==> src/rtl/mul_seq_ctrl.sv <==
// mul_seq_ctrl
//   Sequential controller for a signed shift-add multiplier working in
//   sign-magnitude form. One operand pair is accepted over a valid/ready
//   handshake, the multiplier magnitude is consumed one bit per clock into
//   an accumulator, and the 2*WIDTH-bit two's-complement product is offered
//   over a second valid/ready handshake.
//
// Parameters
//   WIDTH      operand width (two's complement); product is 2*WIDTH bits
//
// Ports
//   clk        rising-edge clock
//   rst        synchronous active-high reset, aborts any operation
//   in_valid   operand pair a/b valid
//   in_ready   controller can accept operands (IDLE only)
//   a, b       multiplicand / multiplier, two's complement
//   out_valid  product valid (DONE only)
//   out_ready  consumer accepts product
//   out        registered product, two's complement
//   busy       high while calculating or holding a result
//
// Configuration
//   MUL_EARLY_TERM_EN  when defined, the calculation finishes as soon as
//                      the remaining multiplier bits are all zero instead
//                      of always taking WIDTH cycles.

module mul_seq_ctrl #(
  parameter int WIDTH = 6
) (
  input  logic               clk,
  input  logic               rst,
  input  logic               in_valid,
  output logic               in_ready,
  input  logic [WIDTH-1:0]   a,
  input  logic [WIDTH-1:0]   b,
  output logic               out_valid,
  input  logic               out_ready,
  output logic [2*WIDTH-1:0] out,
  output logic               busy
);

  localparam int PW = 2 * WIDTH;
  localparam int CW = (WIDTH > 1) ? $clog2(WIDTH) : 1;

  typedef enum logic [1:0] {
    IDLE = 2'd0,
    CALC = 2'd1,
    DONE = 2'd2
  } state_t;

  state_t state;
  state_t state_next;

  logic [WIDTH-1:0] ma;
  logic [WIDTH-1:0] mb;
  logic             sign;
  logic [PW-1:0]    acc;
  logic [CW-1:0]    cnt;

  logic [WIDTH-1:0] a_mag;
  logic [WIDTH-1:0] b_mag;
  logic [PW-1:0]    partial;
  logic [PW-1:0]    acc_sum;
  logic [PW-1:0]    acc_mag;
  logic             last_step;

  // The most negative operand negates to itself in WIDTH bits, which read
  // as unsigned is exactly its magnitude 2^(WIDTH-1), so no extra bit needed.
  assign a_mag = a[WIDTH-1] ? (~a + WIDTH'(1)) : a;
  assign b_mag = b[WIDTH-1] ? (~b + WIDTH'(1)) : b;

  assign partial = mb[0] ? ({{WIDTH{1'b0}}, ma} << cnt) : '0;
  assign acc_sum = acc + partial;
  // The magnitude never reaches the top bit, so clearing it is harmless and
  // guarantees the negation below always yields a valid signed result.
  assign acc_mag = {1'b0, acc_sum[PW-2:0]};

`ifdef MUL_EARLY_TERM_EN
  // Stop once no set multiplier bits remain after the one consumed now.
  assign last_step = (cnt == CW'(WIDTH - 1)) || (mb >> 1) == '0;
`else
  assign last_step = (cnt == CW'(WIDTH - 1));
`endif

  assign in_ready  = (state == IDLE);
  assign out_valid = (state == DONE);
  assign busy      = (state == CALC) || (state == DONE);

  // State register.
  always_ff @(posedge clk) begin
    if (rst) begin
      state <= IDLE;
    end else begin
      state <= state_next;
    end
  end

  // Next-state logic.
  always_comb begin
    state_next = state;
    case (state)
      IDLE: begin
        if (in_valid) begin
          state_next = CALC;
        end
      end
      CALC: begin
        if (last_step) begin
          state_next = DONE;
        end
      end
      DONE: begin
        if (out_ready) begin
          state_next = IDLE;
        end
      end
      default: begin
        state_next = IDLE;
      end
    endcase
  end

  // Datapath: operand capture, shift-add iteration and product register.
  always_ff @(posedge clk) begin
    if (rst) begin
      ma   <= '0;
      mb   <= '0;
      sign <= 1'b0;
      acc  <= '0;
      cnt  <= '0;
      out  <= '0;
    end else begin
      case (state)
        IDLE: begin
          if (in_valid) begin
            ma   <= a_mag;
            mb   <= b_mag;
            sign <= a[WIDTH-1] ^ b[WIDTH-1];
            acc  <= '0;
            cnt  <= '0;
          end
        end
        CALC: begin
          acc <= acc_sum;
          mb  <= mb >> 1;
          cnt <= cnt + CW'(1);
          if (last_step) begin
            out <= sign ? (~acc_mag + PW'(1)) : acc_mag;
          end
        end
        default: begin
        end
      endcase
    end
  end

endmodule
==> config.mk <==
export PLATFORM = sky130hd
export DESIGN_NAME = mul_seq_ctrl
export DESIGN_NICKNAME = d
export VERILOG_FILES = /design/src/rtl/mul_seq_ctrl.sv
export SDC_FILE = /design/constraint.sdc
export NUM_CORES = 1
export LEC_CHECK = 0
export ABC_AREA = 1
export BUFFER_PORTS_ARGS = -buffer_cell sky130_fd_sc_hd__buf_4
export CAP_MARGIN = 0
export CORE_ASPECT_RATIO = 1.75
export CORE_MARGIN = 4
export CORE_UTILIZATION = 33
export CTS_CLUSTER_DIAMETER = 60
export DETAILED_ROUTE_END_ITERATION = 10
export GPL_ROUTABILITY_DRIVEN = 0
export SLEW_MARGIN = 20
export SYNTH_ARGS = -nofsm -noshare
export SYNTH_HDL_FRONTEND = slang
export SYNTH_SLANG_ARGS = --single-unit
==> constraint.sdc <==
create_clock -name clk -period 5.7 [get_ports clk]
set_input_delay 0.285 -clock clk [delete_from_list [all_inputs] [get_ports clk]]
set_output_delay 0.285 -clock clk [all_outputs]
set_load 0.01 [all_outputs]
Word level (Yosys, flattened, before mapping). Cells that the tools add are included.

Reductions and logical operators: 7. Muxes and demuxes: 14. Shift operators: 1. Add/sub/neg operators: 5. Bitwise gates (word level): 4. Eq/ne operators: 6.

Operator list (number): $mux 12 (3); $pmux 12 s2 (1); $mux 6 (3); $add 12x1->12 const B (1); $add 12x12->12 (1); $add 6x1->6 const B (2); $not 11->12 (1); $not 6->6 (2); $pmux 6 s2 (1); $shl 6x3->12 (1); $mux 2 (3); $pmux 2 s3 (1); $pmux 3 s2 (1); $reduce_and 2->1 (3); $ne 2x2->1 const B (2); $add 3x1->3 const B (1); $eq 3x3->1 const B (1); $mux 3 (1); $reduce_and 3->1 (1); $eq 2x1->1 const B (1); $eq 2x2->1 const B (1); $logic_not 2->1 (1); $ne 2x1->1 const B (1); $reduce_bool 2->1 (1); 2 further kinds (2).

Register bits: 42. Logic and storage cells: 44. Bits of input ports: 16.

Depth between registers and ports, before layout. Gate-level depths: netlist of run 1.

Depth after elaboration: 6. Mapped depth: 21. Mapped depth without buffers: 21.

Worst setup path before layout of run 1. No wires, ideal clock.

Kind: flip-flop to flip-flop. Start: register mb[0]. End: register out[10]. Required time: 5.591 ns. Slack: 3.181 ns. Setup time: 0.109 ns. Cell stages (with the launch flop): 19. Arrival: 2.411 ns. Period minus slack after synthesis: 2.519 ns. Cell sequence: dfxtp_1 > inv_1 > nor2_1 > inv_1 > nor2_1 > ha_1 > fa_1 > inv_1 > ha_1 > a21boi_0 > nand3_1 > nor2_1 > nand3_1 > nor2_1 > nand2_1 > nand3_1 > nand3_1 > nand2_1 > inv_1.

Word-level cells in the longest chain between the ends: 5.

RTL lines: start, declared (line 55) `logic [WIDTH-1:0] mb;`; start signal, assigned (line 137) `mb <= b_mag;`; start signal, assigned (line 145) `mb <= mb >> 1;`; $mux 12 (*) (line 72) `assign partial = mb[0] ? ({{WIDTH{1'b0}}, ma} << cnt) : '0;`; $add 12x12->12 (*) (line 73) `assign acc_sum = acc + partial;`; $not 11->12 (line 148) `out <= sign ? (~acc_mag + PW'(1)) : acc_mag;`; $add 12x1->12 (line 148); $mux 12 (*) (line 148); end signal, assigned (line 148); end, declared (line 38) `output logic [2*WIDTH-1:0] out,`.

Mark *: on every way between the ends. The rest lies on a longest branch, timed or not. A chain may end at the register's enable or synchronous reset.

Worst setup path after layout of run 1.
Start: register cnt[0]. End: register out[10].

Word-level cells in the longest chain between the ends: 6.

RTL lines: start, declared (line 58) `logic [CW-1:0] cnt;`; start signal, assigned (line 146) `cnt <= cnt + CW'(1);`; $shl 6x3->12 (line 72); $mux 12 (line 72); $add 12x12->12 (line 73); $not 11->12 (line 148); $add 12x1->12 (line 148); $mux 12 (line 148).

Several ways; a longest one is shown, not always the timed one.

==> results_dict.tcl, run 1 <==
set metrics [dict create \
    grt_pass1_wl_mm 13.2 \
    finalWirelength_mm 7.95 \
    clkLatencyLatePin_ps 290 \
    avgSynthCellArea_um2 6.33 \
    portBuffers 30 \
    setup_tns_ps 0 \
    drv_slew 0 \
    grt_max_degree 24 \
    die-height_um 131 \
    ys_ff_latch 41 \
    seqPwrFrac 0.313 \
    worstMarginPinSlew_ps 1060 \
    max_stage_delay_ps 540 \
    dieWidth_um 78.4 \
    crit_required_ps 5890 \
    synth_adder_area_share 0.0857 \
    io_pins 31 \
    critPathLaunchType "register" \
    maxCapViolCount 0 \
    setup.worst_path.class "reg -> reg" \
    setup_slack_ps 2700 \
    antenna_found_initial 0 \
    cpMostUsedCell "nand3_1" \
    finalNetCount 512 \
    hpwl_mm 6.39 \
    crit_path_start "cnt[0]$_SDFFE_PP0P_" \
    viasPerCell 5.01 \
    fin_crit_ps 3000 \
    syn_to_final_growth_pct 17.4 \
    cellLeakagePower_nw 1.62 \
    finalSetupViolations 0 \
    cp_slowest_cell "dfxtp_1" \
    status "finished clean" \
    yosys.area_share.simple 0.303 \
    relSlewSlack 0.291 \
    synthXorXnorAreaFrac 0.0245 \
    cts_resized 0 \
    hold_viol_final 0 \
    clock_power_share 0.292 \
    crit_chain "inv_1, o21ai_0, nand2_1, nor2_1, fa_1, inv_1, ha_1, a21boi_0, nand3_1, nor2_1, nand3_1, nor2_1, nand2_1, nand3_1, nand3_1, nand2_1, inv_1" \
    routedWlPerCell_um 13.4 \
    first_pass_iters 4 \
    reg2reg_from "cnt[0]$_SDFFE_PP0P_" \
    drive_gt1_frac 0.111 \
    synth-main-ff-cell "dfxtp_1" \
    synth.net_count 487 \
    synthDistinctLibCells 31 \
    cts.sinks 41 \
    drc 0 \
    diodes 0 \
    power.switching_w 0.000463 \
    syn_inst 452 \
    ir_drop_mv 0.260 \
    swShare 0.401 \
    synth_compound_area_frac 0.186 \
    antenna_left 0 \
    hold_path_class "in -> reg" \
    rsz0062_at_grt "no" \
    synth_top_area_share 0.287 \
    fmax_ghz 0.333 \
    postCtsSetupBuffers 0 \
    synth_top_family_by_area "simple AND/OR/NAND/NOR gates" \
    power_density_mw_per_mm2 344 \
    min_from "a[2]" \
    grt_pass1_vias 2883 \
    crit_arrival_ps 3190 \
    die-area_mm2 0.0103 \
    synth.area.top_cells "dfxtp_1 29%, nand2_1 16%, inv_1 8.7%" \
    rr_worst_depth 17 \
    clk_pin_slew_ps 60 \
    drtIter0Drc 150 \
    fin_crit_sh 0.527 \
    synth.area.mux_share 0 \
    initial_core_util 0.342 \
    vias 2972 \
    placed_cells 585 \
    dp_slack_ps 2710 \
    rows 44 \
    htreeDepth 2 \
    hold_depth 4 \
    clock_path_buffers 2 \
    skew_ps 6.39 \
    overflow 0 \
    synth_area_mm2 0.00286 \
    fin_cells 593 \
    synth_warnings 0 \
    hold_ws_ps 301 \
    seq_area_frac_synth 0.287 \
    cts-root-buf "clkbuf_16" \
    async_reset_ff_frac 0 \
    end_kind "register" \
    intPower_w 0.000693 \
    core_mm2 0.00837 \
    crit_fanout 13 \
    synth_edf_count 0 \
    postCtsHoldBufs 0 \
    comb_power_share 0.395 \
    yosysTopAreaCell "dfxtp_1" \
    grt_usage 0.162 \
    cts_tree "done" \
    cts_buffers 5 \
]
==> kinds of logic after synthesis <==
kind of cell	Yosys count
xor+xnor	8
fa+ha+maj	19
buf+inv	83
compound gates	97
simple gates	204
flops	41
==> worst paths after layout <==
check | endpoint | slack, ps
min | ma[5]$_SDFFE_PP0P_ | 300
max | out[10]$_SDFFE_PP0P_ | 2700
min reg2reg | mb[3]$_SDFFE_PP0P_ | 470
max reg2reg | out[10]$_SDFFE_PP0P_ | 2700
==> synth_stat cells (5+ instances only) <==
library cell,instances
nand4_1,7
o21ai_0,35
xor2_1,7
nand3_1,34
nor2_1,29
ha_1,18
nand2_1,120
inv_1,66
dfxtp_1,41
o211ai_1,5
a21oi_1,42
clkbuf_1,7
==> worst max-delay path, delay by kind of cell, from the launching register on <==
kind                       cells  cell delay, ps
DFF                            1             540
AOI/OAI and AO/OA              2             480
buffers and inverters          3             290
and+or+nand+nor               10             950
adders and majority gates      2             650
==> stage by stage <==
step / util / area, um^2 / power, W
6_report: 0.401 / 3360 / 0.00116
5_1_grt: 0.401 / 3360 / 0.00125
4_1_cts: 0.401 / 3360 / 0.00117
3_5_place_dp: 0.380 / 3180 / 0.000827
3_3_place_gp: 0.380 / 3180 / 0.000819
2_1_floorplan: - / 2860 / 0.000697
==> routing by layer <==
layer | global-route usage | wire (um) | vias up
met1 | 0.145 | 2730 | 1343
met2 | 0.315 | 4490 | 69
met4 | 0.116 | 558 | 0
li1 | - | - | 1528
met5 | 0 | 0 | -
met3 | 0.0253 | 181 | 32
==> layout by cell type (no fill, tap or decap), types with 7 or more instances in the layout <==
master   instances
a21oi_1         42
buf_4           31
dfxtp_1         41
ha_1            18
inv_1           66
nand2_1        120
nand3_1         34
nand4_1          7
nor2_1          29
o21ai_0         35
xor2_1           7
==> flip-flops by register name (all words and copies together), names as in the netlist <==
name / count
sign: 1
cnt: 3
mb: 6
acc: 11
state: 2
ma: 6
out: 12
==> final cells by class <==
class	instances	area [um^2]
clock buffer	6	139
clock inverter	2	37.5
fill	958	5010
inverter	70	263
multi-input combinational	328	1720
sequential	41	821
tap	115	144
timing repair buffer	31	233
==> power by group through the flow <==
| stage | registers [W] | clock network, W | logic [W] |
|---|---|---|---|
| CTS | 0.000361 | 0.000346 | 0.000461 |
| global placement | 0.000366 | 0 | 0.000452 |
| detailed placement | 0.000368 | 0 | 0.000459 |
| global route | 0.000368 | 0.000358 | 0.000519 |
| floorplan | 0.000350 | 0 | 0.000347 |
| finish | 0.000362 | 0.000338 | 0.000457 |
(Power assumes the default switching activity.)
==> run 2: changes to the inputs <==
==> constraint.sdc (replaced) <==
create_clock -name clk -period 3 [get_ports clk]
set_input_delay 0.15 -clock clk [delete_from_list [all_inputs] [get_ports clk]]
set_output_delay 0.15 -clock clk [all_outputs]
set_load 0.01 [all_outputs]
==> results_dict.tcl, run 2 (synthesized netlist as in run 1, its figures left out) <==
set metrics [dict create \
    core_mm2 0.00837 \
    crit_chain "buf_4, o21ai_0, o21ai_0, o21ai_0, ha_1, nand2_1, inv_1, a21oi_1, nand3b_1, nand2_1, nand3_1, inv_1, nand2_1, nand3_1, nand3_1, nand2_1, inv_1" \
    crit_fanout 9 \
    crit_arrival_ps 2820 \
    cts.sinks 41 \
    seqPwrFrac 0.303 \
    cts-root-buf "clkbuf_16" \
    clk_pin_slew_ps 60 \
    finalSetupViolations 0 \
    setup_slack_ps 366 \
    clkLatencyLatePin_ps 290 \
    worstMarginPinSlew_ps 634 \
    portBuffers 30 \
    hpwl_mm 6.41 \
    cp_slowest_cell "dfxtp_2" \
    critPathLaunchType "register" \
    grt_pass1_vias 2828 \
    final_cell_mix "120 x nand2_1, 65 x inv_1, 42 x a21oi_1" \
    hold_depth 4 \
    syn_to_final_growth_pct 18.9 \
    io_pins 31 \
    met1_length_mm 2.91 \
    highest_layer "met4" \
    clock_path_buffers 2 \
    grt_max_degree 24 \
    wl_met3_um 185 \
    rsz0062_at_grt "no" \
    drtIter0Drc 142 \
    antenna_found_initial 0 \
    cellLeakagePower_nw 1.64 \
    cpMostUsedCell "nand2_1" \
    viasPerCell 5.00 \
    rows 44 \
    overflow 0 \
    comb_power_share 0.410 \
    drv_slew 0 \
    dieWidth_um 78.4 \
    grt_pass1_wl_mm 13.2 \
    reg_top3 "out: 12 flops, acc: 11 flops" \
    clock_power_share 0.287 \
    first_pass_iters 4 \
    diodes 0 \
    largest-register "out" \
    power_density_mw_per_mm2 662 \
    ir_drop_mv 0.573 \
    fmax_ghz 0.380 \
    wl_met2_mm 4.56 \
    routedWlPerCell_um 13.5 \
    finalWirelength_mm 8.05 \
    initial_core_util 0.342 \
    swShare 0.400 \
    dp_slack_ps 134 \
    vias 2987 \
    layout_commonest_cell "nand2_1" \
    cts_tree "done" \
    hold_viol_final 0 \
    intPower_w 0.00135 \
    drive_gt1_frac 0.133 \
    setup_tns_ps 0 \
    die-height_um 131 \
    max_stage_delay_ps 360 \
    drc 0 \
    hold_path_class "in -> reg" \
    finalNetCount 516 \
    fill_cells 944 \
    crit_required_ps 3190 \
    setup.worst_path.class "reg -> reg" \
    relSlewSlack 0.577 \
    cts_buffers 5 \
    grt_usage 0.162 \
    skew_ps 6.58 \
    power.switching_w 0.000900 \
    antenna_left 0 \
    die-area_mm2 0.0103 \
    end_kind "register" \
    largest_reg_flops 12 \
    maxCapViolCount 0 \
    fin_crit_ps 2630 \
    htreeDepth 2 \
    rr_worst_depth 17 \
    status "finished clean" \
    fin_crit_sh 0.878 \
]
[run 2: cell types whose count changed in the layout (fill, tap and decap cells not counted), sizes merged]
| cell | previous run | this run |
|---|---|---|
| buf | 31 | 35 |
[run 2: power groups by stage]
stage	logic (W)	registers, W	clock network, W
4_1_cts	0.000916	0.000680	0.000662
6_report	0.000922	0.000683	0.000646
3_5_place_dp	0.000912	0.000691	0
3_3_place_gp	0.000897	0.000690	0
2_1_floorplan	0.000659	0.000665	0
5_1_grt	0.00105	0.000692	0.000680
[run 2: cell type report]
class                   instances  area [um^2]  share of cell area
clock buffers                   6          139              0.0408
clock inverters                 2         37.5              0.0110
inverters                      70          263              0.0773
multi-input cells             328         1730               0.509
flip-flops and latches         41          823               0.242
well taps                     115          144              0.0423
repair buffers                 35          263              0.0773
[run 2: metrics by stage]
stage | std cells | hold slack, ps | instance area (um^2) | total power, W | utilization
floorplan | 452 | 310 | 2860 | 0.00132 | -
global placement | 589 | 455 | 3210 | 0.00159 | 0.384
detailed placement | 589 | 457 | 3210 | 0.00160 | 0.384
CTS | 597 | 152 | 3390 | 0.00226 | 0.405
global route | 597 | 178 | 3400 | 0.00242 | 0.406
finish | 597 | 162 | 3400 | 0.00225 | 0.406
[run 2: path summary, 6_finish.rpt]
path / slack, ps / from / end
worst max-delay path: 370 / cnt[0]$_SDFFE_PP0P_ / out[10]$_SDFFE_PP0P_
worst max register to register: 370 / cnt[0]$_SDFFE_PP0P_ / out[10]$_SDFFE_PP0P_
worst min register to register: 470 / mb[3]$_SDFFE_PP0P_ / mb[3]$_SDFFE_PP0P_
worst min-delay path: 160 / a[2] / ma[5]$_SDFFE_PP0P_
[run 2: what timing repair did]
item / CTS / global route
hold buffers: 0 / 0
buffers inserted: 0 / 0
gates resized for setup: 0 / 12
endpoints found under the setup margin: 0 / 7
[run 2: layer usage]
layer,vias to the layer above,track usage
li1,1532,-
met1,1373,0.154
met2,56,0.314
met3,26,0.0233
met4,0,0.0973
met5,-,0
[run 2: worst max-delay path, delay by kind of cell, from the launching register on]
kind            cells  cell delay (ps)
simple gates        8              780
flops               1              360
fa+ha+maj           1              340
buf+inv             4              310
compound gates      4              750
==> run 3: changes to the inputs <==
--- a/config.mk
+++ b/config.mk
@@ -14,6 +14,7 @@
 export CTS_CLUSTER_DIAMETER = 60
 export DETAILED_ROUTE_END_ITERATION = 10
 export GPL_ROUTABILITY_DRIVEN = 0
+export PLACE_DENSITY = 0.53
 export SLEW_MARGIN = 20
 export SYNTH_ARGS = -nofsm -noshare
 export SYNTH_HDL_FRONTEND = slang
==> results_dict.tcl, run 3 (synthesized netlist as in run 1, its figures left out) <==
set metrics [dict create \
    status "finished clean" \
    vias 2940 \
    hpwl_mm 6.60 \
    syn_to_final_growth_pct 18.2 \
    grt_pass1_vias 2898 \
    cts.sinks 41 \
    antenna_left 0 \
    viasPerCell 4.92 \
    clkLatencyLatePin_ps 290 \
    crit_arrival_ps 2910 \
    grt_max_degree 24 \
    clk_pin_slew_ps 60 \
    cellLeakagePower_nw 1.64 \
    overflow 0 \
    end_kind "register" \
    finalSetupViolations 0 \
    fin_crit_ps 2720 \
    seqPwrFrac 0.313 \
    power_density_mw_per_mm2 650 \
    cts_tree "done" \
    core_mm2 0.00837 \
    power.total_w 0.00220 \
    die-height_um 131 \
    layout_commonest_cell "nand2_1" \
    diodes 0 \
    cts-root-buf "clkbuf_16" \
    fmax_ghz 0.368 \
    fin_crit_sh 0.907 \
    reg_top3 "out: 12 flops, acc: 11 flops" \
    drtIter0Drc 149 \
    ir_drop_mv 0.415 \
    postCtsSetupBuffers 0 \
    rsz0062_at_grt "no" \
    drive_gt1_frac 0.131 \
    die-area_mm2 0.0103 \
    finalNetCount 516 \
    hold_path_class "in -> reg" \
    largest-register "out" \
    power.switching_w 0.000908 \
    worstMarginPinSlew_ps 624 \
    crit_required_ps 3190 \
    skew_ps 5.43 \
    swShare 0.413 \
    postLayoutCoreUtil 0.404 \
    clock_power_share 0.270 \
    critPathLaunchType "register" \
    htreeDepth 2 \
    relSlewSlack 0.583 \
    drv_slew 0 \
    routedWlPerCell_um 13.8 \
    comb_power_share 0.417 \
    crit_fanout 10 \
    maxCapViolCount 0 \
    initial_core_util 0.342 \
    antenna_found_initial 0 \
    first_pass_iters 6 \
    rows 44 \
    grt_pass1_wl_mm 13.5 \
    clock_path_buffers 2 \
    io_pins 31 \
    setup.worst_path.class "reg -> reg" \
    final_cell_mix "119 x nand2_1, 65 x inv_1, 42 x a21oi_1" \
    finalWirelength_mm 8.27 \
    cts_buffers 5 \
    hold_viol_final 0 \
    dieWidth_um 78.4 \
    largest_reg_flops 12 \
    portBuffers 30 \
    drc 0 \
    grt_usage 0.166 \
    setup_tns_ps 0 \
    intPower_w 0.00129 \
    postCtsHoldBufs 0 \
]
run 3: changes by cell type in the layout (fill, tap and decap cells not counted), moves of 2 or more:
cell     change
ha_2         -2
o21ai_0      +3
o21ai_1      -3
ha_1         +2
run 3: final timing paths:
kind / slack [ps] / from / to / cells after the start
max: 280 / cnt[1]$_SDFFE_PP0P_ / out[10]$_SDFFE_PP0P_ / 17
min: 150 / a[2] / ma[5]$_SDFFE_PP0P_ / 4
max reg2reg: 280 / cnt[1]$_SDFFE_PP0P_ / out[10]$_SDFFE_PP0P_ / 17
min reg2reg: 470 / mb[5]$_SDFFE_PP0P_ / mb[5]$_SDFFE_PP0P_ / 2
run 3: final cells by class:
cell class	instances	area, um^2
clock buffers	7	153
multi-input cells	328	1730
well taps	115	144
fillers	945	4990
repair buffers	35	263
clock inverters	1	8.76
flip-flops and latches	41	823
inverters	70	263
run 3: power by group through the flow:
stage / sequential (W) / clock, W / combinational (W)
after global routing: 0.000699 / 0.000628 / 0.00104
after global placement: 0.000696 / 0 / 0.000912
after CTS: 0.000686 / 0.000606 / 0.000918
final: 0.000688 / 0.000594 / 0.000915
after floorplan: 0.000665 / 0 / 0.000659
after detailed placement: 0.000697 / 0 / 0.000913
run 3: timing repair:
item / in CTS / in global routing
resized for setup: 0 / 8
endpoints found under the setup margin: 0 / 6
hold endpoints to repair: 0 / 0
run 3: worst max-delay path, stage by stage, from the launching register on:
cell	delay (ps)
dfxtp_2	360
inv_2	150
nand3_1	150
nor2_1	120
ha_1	240
fa_1	480
inv_1	100
ha_1	160
a21boi_1	200
nand3_1	120
nor2_1	90
nand3_1	70
nor2_1	90
nand2_1	50
nand3_1	60
nand3_1	80
nand2_1	70
inv_1	30
run 3: per-stage QoR:
stage          cells  worst slack, ps  hold slack, ps  cell area, um^2
2_1_floorplan    452              481             310             2860
3_3_place_gp     589              198             453             3210
3_5_place_dp     589              143             455             3210
4_1_cts          597              132             153             3370
5_1_grt          597            0.701             181             3380
6_report         597              279             154             3380
run 3: per-layer routing:
layer,part of all wire,wire length (um),vias up,global-route usage
li1,-,-,1535,-
met1,0.36,2940,1328,0.157
met2,0.57,4670,58,0.327
met3,0.029,241,19,0.0212
met4,0.050,415,0,0.0934
met5,0,0,-,0
